<file path="config.mk">
export PLATFORM = sky130hd
export DESIGN_NAME = aes_frame_loader
export DESIGN_NICKNAME = d
export VERILOG_FILES = /design/src/rtl/aes_pkg.sv /design/src/rtl/aes_beat_packer.sv /design/src/rtl/aes_frame_loader.sv
export SDC_FILE = /design/constraint.sdc
export NUM_CORES = 1
export LEC_CHECK = 0
export BUFFER_PORTS_ARGS = -buffer_cell sky130_fd_sc_hd__buf_2
export CORE_UTILIZATION = 40
export DETAILED_ROUTE_END_ITERATION = 16
export PLACE_DENSITY = 0.64
export SLEW_MARGIN = 10
export SYNTH_ARGS = -nofsm -noshare
export SYNTH_HDL_FRONTEND = slang
export SYNTH_HIERARCHICAL = 1
export SYNTH_SLANG_ARGS = --single-unit
</file>
<file path="constraint.sdc">
create_clock -name clk -period 9.2 [get_ports clk]
set_clock_uncertainty 0.2 [all_clocks]
set_input_delay 0 -clock clk [delete_from_list [all_inputs] [get_ports clk]]
set_output_delay 0 -clock clk [all_outputs]
set_load 0.02 [all_outputs]
</file>
<file path="src/rtl/aes_pkg.sv">
// Shared AES loader definitions: key-length header codes, Nk values,
// loader state encoding and the block/key widths.
package aes_pkg;

    localparam int BLOCK_W = 128;
    localparam int KEY_W   = 256;

    localparam logic [7:0] KLEN_128 = 8'd16;
    localparam logic [7:0] KLEN_192 = 8'd24;
    localparam logic [7:0] KLEN_256 = 8'd32;

    localparam logic [3:0] NK_128 = 4'd4;
    localparam logic [3:0] NK_192 = 4'd6;
    localparam logic [3:0] NK_256 = 4'd8;

    typedef enum logic [1:0] {
        ST_DATA = 2'd0,
        ST_KLEN = 2'd1,
        ST_KEY  = 2'd2,
        ST_HOLD = 2'd3
    } loader_state_e;

    // Returns 0 for any header that is not a legal key length.
    function automatic logic [3:0] nk_from_header(input logic [7:0] hdr);
        case (hdr)
            KLEN_128: return NK_128;
            KLEN_192: return NK_192;
            KLEN_256: return NK_256;
            default:  return 4'd0;
        endcase
    endfunction

endpackage

</file>
<file path="src/rtl/aes_beat_packer.sv">
// Byte-offset write of one BEAT_BYTES-wide beat into a byte register with
// synchronous clear; clear wins over a simultaneous write.
module aes_beat_packer
    import aes_pkg::*;
#(
    parameter int BEAT_BYTES = 1,
    parameter int REG_BYTES  = KEY_W / 8
) (
    input  logic                      clk,
    input  logic                      reset,
    input  logic                      clr,
    input  logic                      wr_en,
    input  logic [5:0]                offset,
    input  logic [8*BEAT_BYTES-1:0]   beat,
    output logic [8*REG_BYTES-1:0]    value
);

    localparam int IDX_W = $clog2(REG_BYTES);

    logic [8*REG_BYTES-1:0] value_d;
    logic [8*REG_BYTES-1:0] value_q;
    logic [IDX_W-1:0]       byte_idx;

    // Next register contents: clear, beat write, or hold.
    always_comb begin
        value_d  = value_q;
        byte_idx = '0;
        if (clr) begin
            value_d = '0;
        end else if (wr_en) begin
            for (int k = 0; k < BEAT_BYTES; k++) begin
                byte_idx = IDX_W'(offset + 6'(k));
                value_d[{byte_idx, 3'b000} +: 8] = beat[8*k +: 8];
            end
        end else begin
            value_d = value_q;
        end
    end

    // Register with asynchronous reset.
    always_ff @(posedge clk or posedge reset) begin
        if (reset) begin
            value_q <= '0;
        end else begin
            value_q <= value_d;
        end
    end

    assign value = value_q;

endmodule

</file>
<file path="src/rtl/aes_frame_loader.sv">
// Assembles 16 plaintext bytes, a key-length header and 16/24/32 key bytes
// into one frame for the AES core. Optional AES_FRAME_LOADER_KEY_REUSE_EN.
module aes_frame_loader
    import aes_pkg::*;
#(
    parameter int BEAT_BYTES = 1
) (
    input  logic                    clk,
    input  logic                    reset,
    input  logic                    in_valid,
    output logic                    in_ready,
    input  logic [8*BEAT_BYTES-1:0] in_data,
    output logic                    out_valid,
    input  logic                    out_ready,
    output logic [BLOCK_W-1:0]      out_data,
    output logic [KEY_W-1:0]        out_key,
    output logic [3:0]              out_nk,
    output logic                    err,
    output logic                    busy
);

    localparam int         BEAT_SHIFT = $clog2(BEAT_BYTES);
    localparam logic [5:0] DATA_LAST  = 6'(BLOCK_W / 8 / BEAT_BYTES - 1);

    if (!(BEAT_BYTES == 1 || BEAT_BYTES == 2 || BEAT_BYTES == 4 || BEAT_BYTES == 8)) begin : g_bad_beat
        $error("aes_frame_loader: BEAT_BYTES must be 1, 2, 4 or 8");
    end

    loader_state_e state_d, state_q;
    logic [5:0]    cnt_d, cnt_q;
    logic [3:0]    nk_d, nk_q;
    logic          out_valid_d, out_valid_q;
    logic          err_d, err_q;
    logic          in_fire_s;
    logic          data_wr_s;
    logic          key_wr_s;
    logic          key_clr_s;
    logic [3:0]    hdr_nk_s;
    logic [5:0]    key_last_s;
    logic [5:0]    beat_off_s;
`ifdef AES_FRAME_LOADER_KEY_REUSE_EN
    logic          key_loaded_d, key_loaded_q;
`endif

    assign in_ready   = (state_q != ST_HOLD);
    assign in_fire_s  = in_valid && in_ready;
    assign hdr_nk_s   = nk_from_header(in_data[7:0]);
    assign key_last_s = ({nk_q, 2'b00} >> BEAT_SHIFT) - 6'd1;
    assign beat_off_s = cnt_q << BEAT_SHIFT;

    // Next-state, counter and packer-control decode.
    always_comb begin
        state_d     = state_q;
        cnt_d       = cnt_q;
        nk_d        = nk_q;
        out_valid_d = out_valid_q;
        err_d       = 1'b0;
        data_wr_s   = 1'b0;
        key_wr_s    = 1'b0;
        key_clr_s   = 1'b0;
`ifdef AES_FRAME_LOADER_KEY_REUSE_EN
        key_loaded_d = key_loaded_q;
`endif
        case (state_q)
            ST_DATA: begin
                if (in_fire_s) begin
                    data_wr_s = 1'b1;
                    if (cnt_q == DATA_LAST) begin
                        cnt_d   = 6'd0;
                        state_d = ST_KLEN;
                    end else begin
                        cnt_d = cnt_q + 6'd1;
                    end
                end else begin
                    state_d = state_q;
                end
            end
            ST_KLEN: begin
                if (in_fire_s) begin
                    cnt_d = 6'd0;
                    if (hdr_nk_s != 4'd0) begin
                        nk_d      = hdr_nk_s;
                        key_clr_s = 1'b1;
                        state_d   = ST_KEY;
                    end
`ifdef AES_FRAME_LOADER_KEY_REUSE_EN
                    else if (in_data[7:0] == 8'd0 && key_loaded_q) begin
                        // Previous key and Nk are still held in the output registers.
                        out_valid_d = 1'b1;
                        state_d     = ST_HOLD;
                    end
`endif
                    else begin
                        err_d   = 1'b1;
                        state_d = ST_DATA;
                    end
                end else begin
                    state_d = state_q;
                end
            end
            ST_KEY: begin
                if (in_fire_s) begin
                    key_wr_s = 1'b1;
                    if (cnt_q == key_last_s) begin
                        cnt_d       = 6'd0;
                        out_valid_d = 1'b1;
                        state_d     = ST_HOLD;
                    end else begin
                        cnt_d = cnt_q + 6'd1;
                    end
                end else begin
                    state_d = state_q;
                end
            end
            ST_HOLD: begin
                if (out_ready) begin
                    out_valid_d = 1'b0;
                    cnt_d       = 6'd0;
                    state_d     = ST_DATA;
`ifdef AES_FRAME_LOADER_KEY_REUSE_EN
                    key_loaded_d = 1'b1;
`endif
                end else begin
                    state_d = state_q;
                end
            end
            default: begin
                cnt_d       = 6'd0;
                out_valid_d = 1'b0;
                state_d     = ST_DATA;
            end
        endcase
    end

    // Control registers with asynchronous reset.
    always_ff @(posedge clk or posedge reset) begin
        if (reset) begin
            state_q     <= ST_DATA;
            cnt_q       <= 6'd0;
            nk_q        <= NK_128;
            out_valid_q <= 1'b0;
            err_q       <= 1'b0;
`ifdef AES_FRAME_LOADER_KEY_REUSE_EN
            key_loaded_q <= 1'b0;
`endif
        end else begin
            state_q     <= state_d;
            cnt_q       <= cnt_d;
            nk_q        <= nk_d;
            out_valid_q <= out_valid_d;
            err_q       <= err_d;
`ifdef AES_FRAME_LOADER_KEY_REUSE_EN
            key_loaded_q <= key_loaded_d;
`endif
        end
    end

    aes_beat_packer #(
        .BEAT_BYTES (BEAT_BYTES),
        .REG_BYTES  (BLOCK_W / 8)
    ) u_data_packer (
        .clk    (clk),
        .reset  (reset),
        .clr    (1'b0),
        .wr_en  (data_wr_s),
        .offset (beat_off_s),
        .beat   (in_data),
        .value  (out_data)
    );

    aes_beat_packer #(
        .BEAT_BYTES (BEAT_BYTES),
        .REG_BYTES  (KEY_W / 8)
    ) u_key_packer (
        .clk    (clk),
        .reset  (reset),
        .clr    (key_clr_s),
        .wr_en  (key_wr_s),
        .offset (beat_off_s),
        .beat   (in_data),
        .value  (out_key)
    );

    assign out_valid = out_valid_q;
    assign out_nk    = nk_q;
    assign err       = err_q;
    assign busy      = !(state_q == ST_DATA && cnt_q == 6'd0);

endmodule

</file>
==> results, run 1 <==
- The H-tree generated during clock tree synthesis spans 2 levels.
- The floorplan step defined a core boundary enclosing 42040 sq um.
- The count of final setup violators is 0.
- In this run the mean area of a mapped cell was 11.27 sq um.
- The type of the worst setup path is in -> reg.
- The via-per-instance ratio is 5.629.
- The number of global-route vias before repair is 13650.
- The multi-input combinational cells in the finished layout cover a total of 6584 sq um.
- The number of iterations in the first detailed-routing pass is 5.
- For this run, the share of the core covered by cells in the final layout is 50.12%.
- After global routing the overflow that remains totals 0.
- In the final layout, the share of cells above drive strength 1 is 28.27%.
- The clock latency reported for the late side of the worst-skew pair is 560 ps.
- The number of warnings reported in the yosys synthesis log is 6.
- Once the floorplan was initialized, standard cells occupied 40.64% of the core.
- At the end of routability-driven placement, the weighted congestion stood at 0.8181.
- The area of all sequential standard cells is 9936 sq um.
- The total leakage power is 11.05 nW.
- The max-slew violation total from the final report was 0.
- The root buffer cell is sky130_fd_sc_hd__clkbuf_16.
- The number of antenna violations at the first check in global routing is 3.
- Summing all non-filler instances in the final layout gives an area of 21070 sq um.
- The detailed placer's ending HPWL is 37.00 mm.
- After detailed placement, the total cell area comes to 19470 sq um.
- In this run, synthesis inferred 0 flip-flops with an integrated enable.
- The endpoint kind of the worst setup timing path is a flip-flop.
- The TritonCTS clock tree is built.
- The synthesized design spends more area on one cell type than any other, namely sky130_fd_sc_hd__dfrtp_1.
- Among all flip-flop cells after synthesis, the most frequent one is sky130_fd_sc_hd__dfrtp_1.
- Global routing used 25.37% of the available tracks across all layers.
- The startpoint class of the critical path is an input pin.
- Of all flip-flops after synthesis, the portion carrying an async set or reset was 100.0%.
- The data required time of the worst path is 9450 ps.
- The peak clock frequency supported by timing is 224.6 MHz.
- After synthesis, the cell types taking the most area are sky130_fd_sc_hd__dfrtp_1 58%, sky130_fd_sc_hd__mux2i_1 6.9%, sky130_fd_sc_hd__a22o_1 5.3%, sky130_fd_sc_hd__a32o_1 3.0%, sky130_fd_sc_hd__a21oi_1 2.9%.
- 404 I/O pins were placed.
- In this run the horizontal extent of the chip is 208.7 um.
- The final-report hold violation count came to 0.
- The number of DRC markers after the initial detailed-route iteration is 955.
- The clock net in this run drives a total of 397 sinks.
- The path category of the worst min-delay check is in -> reg.
- The worst path uses 48.40% of the clock period.
- Dividing the detail-routed wire length by the instance count gives 22.88 um.
- The number of nets still failing antenna checks after routing is 0.
- The total negative slack is 0 ps.
- The full die area is 43550 sq um.
- The count of buffers added on input and output ports is 402.
- Data on the critical path arrives at its endpoint at 4700 ps.
- The synthesized netlist occupies a cell area of 17090 sq um.
- Setup repair after global routing left no endpoint under its margin.
- The largest net degree at the start of global routing is 98.
- The fill cell total of the finished layout is 3819.
- The number of remaining DRC errors is 0.
- For the pin with the worst max-slew slack, the measured transition is 1289 ps.
- The fraction of the yosys area taken by sequential cells is 58.15%.
- The worst pin sits at a relative slew slack of 14.05%.
- Wires add up to 56.20 mm.
- The CTS clock-pin slew for the worst setup and hold paths is 60 ps.
- The worst ir drop on vdd is 0.0001247 V.
- The detailed-route via count is 13830.
- The minimum clock period is 4453 ps.
- The global-route wire length before repair is 84.91 mm.
- The die is 208.7 um tall.
- The post-CTS setup buffer count is 0.
- The number of max-cap violations is 0.
- The synthesized instance count is 1516.
- After synthesis the netlist holds a flip-flop and latch count of 397.
- The hold-fix buffer count after cts is 16.
- In the final design database the tool counted 1907 nets.
- The total CTS buffers is 44.
- Along the worst path, the maximum fanout reaches 96.
- In this run the biggest area consumer among cell types represents 58.00% of the synthesized area.
- The layout-stage area growth over the synthesis result is 23.32%.
- The number of placement rows is 75.
- The count of inserted antenna diode cells is 0.
- Power spread over the standard cell area amounts to 213.2 nW/um^2.
- The number of different library cells in the post-synthesis netlist is 74.
- Once the clock tree was built, the resizer swapped 0 gates to a different size.
- The clock passes through at most 3 buffers.
- The flow ran to the end, and the final reports show no timing, DRC or antenna violations.
-- worst max-delay path, cell delays in order --
cell                            delay (ps)
sky130_fd_sc_hd__dlygate4sd3_1         530
sky130_fd_sc_hd__buf_2                 120
sky130_fd_sc_hd__buf_4                 310
sky130_fd_sc_hd__nor4_1                440
sky130_fd_sc_hd__dlygate4sd3_1         650
sky130_fd_sc_hd__and4b_4               670
sky130_fd_sc_hd__buf_4                 870
sky130_fd_sc_hd__nor2_1                210
sky130_fd_sc_hd__nand4_1               240
sky130_fd_sc_hd__nor2_1                190
sky130_fd_sc_hd__a22o_1                280
-- layout by cell type (no fill, tap or decap), types with 7 or more instances in the layout --
cell                            count
sky130_fd_sc_hd__nor2b_1            8
sky130_fd_sc_hd__and2_1            21
sky130_fd_sc_hd__ha_1              10
sky130_fd_sc_hd__nor2_1            93
sky130_fd_sc_hd__clkbuf_16         44
sky130_fd_sc_hd__a32o_1            52
sky130_fd_sc_hd__clkbuf_8          11
sky130_fd_sc_hd__o2bb2ai_1          7
sky130_fd_sc_hd__o21ai_0           42
sky130_fd_sc_hd__nor3_1            18
sky130_fd_sc_hd__buf_2            402
sky130_fd_sc_hd__mux2i_1          117
sky130_fd_sc_hd__or3_1              8
sky130_fd_sc_hd__dlygate4sd3_1     16
sky130_fd_sc_hd__a22o_1           104
sky130_fd_sc_hd__nand2_1          110
sky130_fd_sc_hd__nand4_1           10
sky130_fd_sc_hd__dfrtp_1          396
sky130_fd_sc_hd__inv_1             18
sky130_fd_sc_hd__nand2b_1          69
sky130_fd_sc_hd__buf_4             24
sky130_fd_sc_hd__a31o_2             9
sky130_fd_sc_hd__clkbuf_1           9
sky130_fd_sc_hd__nor3_2             7
sky130_fd_sc_hd__o21ai_1            7
sky130_fd_sc_hd__nand3_1           95
sky130_fd_sc_hd__a21oi_1           99
-- sequential cells by signal, indices dropped and copies added (netlist names), named ones only --
register	flops
state_q	1
beat_off_s	6
out_nk	3
err	1
out_valid	1
u_data_packer/value	128
u_key_packer/value	256
-- cells by family (layout without fill, tap and decap cells) --
logic type,after synthesis,after routing,synth area share (%)
and+or+nand+nor,478,478,14.37
xor gates and xnor gates,11,11,0.7030
other,1,2,0.02195
adders and majority gates,10,10,0.7323
buffers and inverters,141,541,3.559
muxes,119,119,6.979
AOI/OAI and AO/OA,359,359,15.48
DFF,397,397,58.15
-- final timing paths --
| kind | from | end | slack [ps] | cells after the start |
|---|---|---|---|---|
| setup / recovery | in_data[6] | u_key_packer/value[242]$_DFFE_PP0P_ | 4750 | 11 |
| hold / removal | out_ready | flip-flop | 150 | 4 |
| setup reg to reg | beat_off_s[1]$_DFFE_PP0P_ | u_key_packer/value[93]$_DFFE_PP0P_ | 5120 | 6 |
| hold reg to reg | u_key_packer/value[125]$_DFFE_PP0P_ | u_key_packer/value[125]$_DFFE_PP0P_ | 270 | 2 |
| max in group asynchronous | reset | u_key_packer/value[32]$_DFFE_PP0P_ | 6610 | 5 |
| min in group asynchronous | reset | beat_off_s[1]$_DFFE_PP0P_ | 600 | 4 |
-- metrics by stage --
stage	setup slack (ps)	power [mW]	instances	hold slack [ps]
5_1_grt	4580	4.682	2456	149.9
6_report	4747	4.491	2456	151.2
4_1_cts	4871	4.527	2456	112.3
2_1_floorplan	1958	2.510	1517	-323.8
3_3_place_gp	5314	2.739	2362	-57.21
3_5_place_dp	5150	2.755	2362	-56.98
-- cells in the mapped netlist, drive strengths merged (4+ instances only) --
cell and count:
dfrtp 396, mux2i 118, nand2 110, a22o 104, a21oi 100, nand3 98
nor2 95, clkbuf 72, nand2b 69, a32o 52, o21ai 50, buf 48
nor3 26, and2 22, inv 20, ha 10, nand4 10, a31o 9
nor2b 8, or3 8, o2bb2ai 7, xnor2 7, nor4 6, a31oi 5
nor3b 5, or2 5, a21boi 4, a21o 4, o21a 4
-- layout make-up --
type / instances / share of cell area, %
Clock inverter: 14 / 0.7067
Sequential cell: 397 / 47.16
Timing Repair Buffer: 442 / 11.16
Clock buffer: 64 / 6.104
Multi-Input combinational cell: 979 / 31.25
Inverter: 21 / 0.4216
Tap cell: 539 / 3.201
-- report_power, final --
| group | internal [mW] | switching (mW) |
|---|---|---|
| Sequential | 1.79 | 0.0736 |
| Combinational | 0.227 | 0.655 |
| Clock | 1.03 | 0.721 |
-- routing by layer --
layer,track usage [%],up-vias,routed length [um]
met1,33.82,7013,23810
met4,8.621,4,1542
met5,0,-,26
met2,39.44,533,26160
met3,7.514,96,4655
li1,-,6180,-
Note: power is estimated with default switching activity, not from simulation.
==> run 2: changes to the inputs <==
- clock period: 9.2 -> 4.2 ns (I/O delays scaled with it)
==> results, run 2 (synthesized netlist as in run 1, its figures left out) <==
- The number of remaining DRC errors is 0.
- The layout net count is 1916.
- Leaving out fill and tap cells, the most frequent cell in the layout is sky130_fd_sc_hd__buf_2.
- Data on the critical path is required at its endpoint by 4420 ps.
- The number of antenna violations at the first check in global routing is 3.
- The worst register-to-register path has a depth of 8.
- The placed instances occupy a cell area of 19550 sq um.
- The max-slew violation total from the final report is 0.
- Wires add up to 56.98 mm.
- Leaving out fill and tap cells, the most frequent cells in the layout are 402 x sky130_fd_sc_hd__buf_2, 396 x sky130_fd_sc_hd__dfrtp_1, 117 x sky130_fd_sc_hd__mux2i_1.
- The fraction of final layout cells sized beyond drive strength 1 is 28.63%.
- Entering global routing, the biggest net connects 119 pins.
- Input and output buffers added on the ports amount to 402.
- The number of global-route vias before repair is 13800.
- Dividing total power by cell area gives a power density of 471.9 nW/um^2.
- The vertical extent of the die is 208.7 um.
- Summed over all layers, the global routing overflow is 0.
- The final estimated routing congestion in global placement is 0.8487.
- The final instance count without filler cells is 2467.
- The die boundary width is 208.7 um.
- After routing the design area is 21170 sq um.
- For the worst-skew pair, the clock arrives at the later sink with an insertion delay of 570 ps.
- The total placed cells including tap cells is 2372.
- The wire length on met3 is 4.351 mm.
- The worst path needs 3309 ps of the cycle, external delays included.
- In this run the static leakage power is 11.10 nW.
- The length of routed wiring on met1 is 24.59 mm.
- The peak clock frequency supported by timing is 302.2 MHz.
- The maximum fanout along the worst path is 13.
- The max-slew headroom at the worst pin is 14.05%.
- The type of the worst setup path is reg -> reg.
- The run finished with clean final reports.
- The detailed-route via count is 13920.
- The cell sitting at the root of the clock tree is a sky130_fd_sc_hd__clkbuf_16.
- The layout-stage area growth over the synthesis result is 23.87%.
- In this run the standard cell core region covers 42040 sq um.
- The startpoint class of the critical path is a flip-flop.
- TritonCTS built the clock tree.
- For the final routed database, the setup TNS stands at 0 ps.
- The number of nets still failing antenna checks after routing is 0.
- Setup repair after global routing left no endpoint under its margin.
- The number of H-tree levels is 2.
- The number of placement rows is 75.
- Once the floorplan was initialized, standard cells occupied 40.64% of the core.
- The worst ir drop on vdd is 0.0002857 V.
- The count of clock tree sinks is 397.
- The wire length on met2 is 26.22 mm.
- The CTS clock-pin slew for the worst setup and hold paths is 60 ps.
- Counting along the longest clock path gives a buffer depth of 3.
- The final-report hold violation count was 0.
- The number of I/O pins is 404.
- The total CTS buffers is 44.
- The flip-flop count of the largest register, all copies and words added is 256.
- Signal routing reaches up to met5.
- The detailed placer's ending HPWL is 37.85 mm.
- The count of final setup violators is 0.
- The first TritonRoute pass finished after 5 iterations.
- Across every metal layer, demand over resource in global routing totals 25.74%.
- After detailed routing, the average wire length per cell comes to 23.10 um.
- The arrival time of the worst setup path is 3530 ps.
- The first global-routing pass estimated 86.14 mm of wire.
- 0 antenna diodes ended up in the layout.
- Max-cap violations in this run came to 0.
- The via-per-instance ratio is 5.641.
- For the pin with the worst max-slew slack, the measured transition is 1281 ps.
- The path category of the worst min-delay check is in -> async.
- After the first detailed-routing iteration, the DRC count stood at 1178.
- Dividing the final minimum period by the clock period gives 78.79%.
- The full die area is 43550 sq um.
- The endpoint kind of the worst setup timing path is a flip-flop.
-- run 2: changes by cell type in the layout (fill, tap and decap cells not counted), sizes merged --
| cell | before | now |
|---|---|---|
| dlygate4sd3 | 16 | 15 |
| inv | 21 | 22 |
| buf | 426 | 436 |
| clkinv | 11 | 9 |
| bufinv | 2 | 4 |
| clkinvlp | 1 | 4 |
| clkbuf | 64 | 62 |
-- run 2: final timing paths --
path,from,to,slack [ps]
worst min register to register,u_key_packer/value[123]$_DFFE_PP0P_,u_key_packer/value[123]$_DFFE_PP0P_,280
worst min-delay path,reset,u_key_packer/value[108]$_DFFE_PP0P_,70
worst max-delay path,state_q[0]$_DFFE_PP0P_,u_key_packer/value[224]$_DFFE_PP0P_,890
worst max register to register,state_q[0]$_DFFE_PP0P_,u_key_packer/value[224]$_DFFE_PP0P_,890
min in group clk,out_ready,flip-flop,170
max in group asynchronous,reset,u_data_packer/value[44]$_DFFE_PP0P_,2560
-- run 2: area by class of cell --
type,instances,area (sq um)
timing repair buffer,451,2430
multi-input combinational,979,6578
sequential,397,9936
inverter,21,85.08
fill,3802,20880
tap,539,674.4
clock buffer,62,1250
clock inverter,18,212.7
-- run 2: metal layers --
metal | GRT usage [%] | vias to the layer above
met2 | 39.49 | 536
met4 | 9.787 | 6
met1 | 35.19 | 7053
met5 | 0 | -
met3 | 6.402 | 122
li1 | - | 6199
-- run 2: metrics by stage --
step	total power [mW]	utilization, %	hold WS [ps]	setup slack (ps)
finish	9.988	50.35	70.25	890.7
CTS	10.08	50.35	106.5	897.0
floorplan	5.500	-	-323.8	587.4
global placement	6.056	46.51	-49.11	1031
detailed placement	6.087	46.51	-55.18	939.6
global route	10.40	50.35	141.6	607.2
-- run 2: repair_timing --
| action | CTS | global route |
|---|---|---|
| setup endpoints to repair | 0 | 0 |
| buffers inserted | 0 | 0 |
| gates resized for setup | 0 | 0 |
| hold buffers | 15 | 0 |
| endpoints found under the hold margin | 485 | 0 |
-- run 2: critical path, stage by stage (launching register included) --
cell and delay [ps]:
sky130_fd_sc_hd__dfrtp_1 510, sky130_fd_sc_hd__a21bo_2 310, sky130_fd_sc_hd__nor2_1 120, sky130_fd_sc_hd__and2_1 310, sky130_fd_sc_hd__or3b_2 570, sky130_fd_sc_hd__nor2_1 230, sky130_fd_sc_hd__nand3_1 500, sky130_fd_sc_hd__mux2i_1 350
sky130_fd_sc_hd__nor2_1 60
-- run 2: power breakdown --
part           total, mW  switching, mW  internal, mW
logic               2.03           1.49         0.539
clock network       3.93           1.60          2.33
registers           4.03          0.112          3.91
total               9.99           3.21          6.78
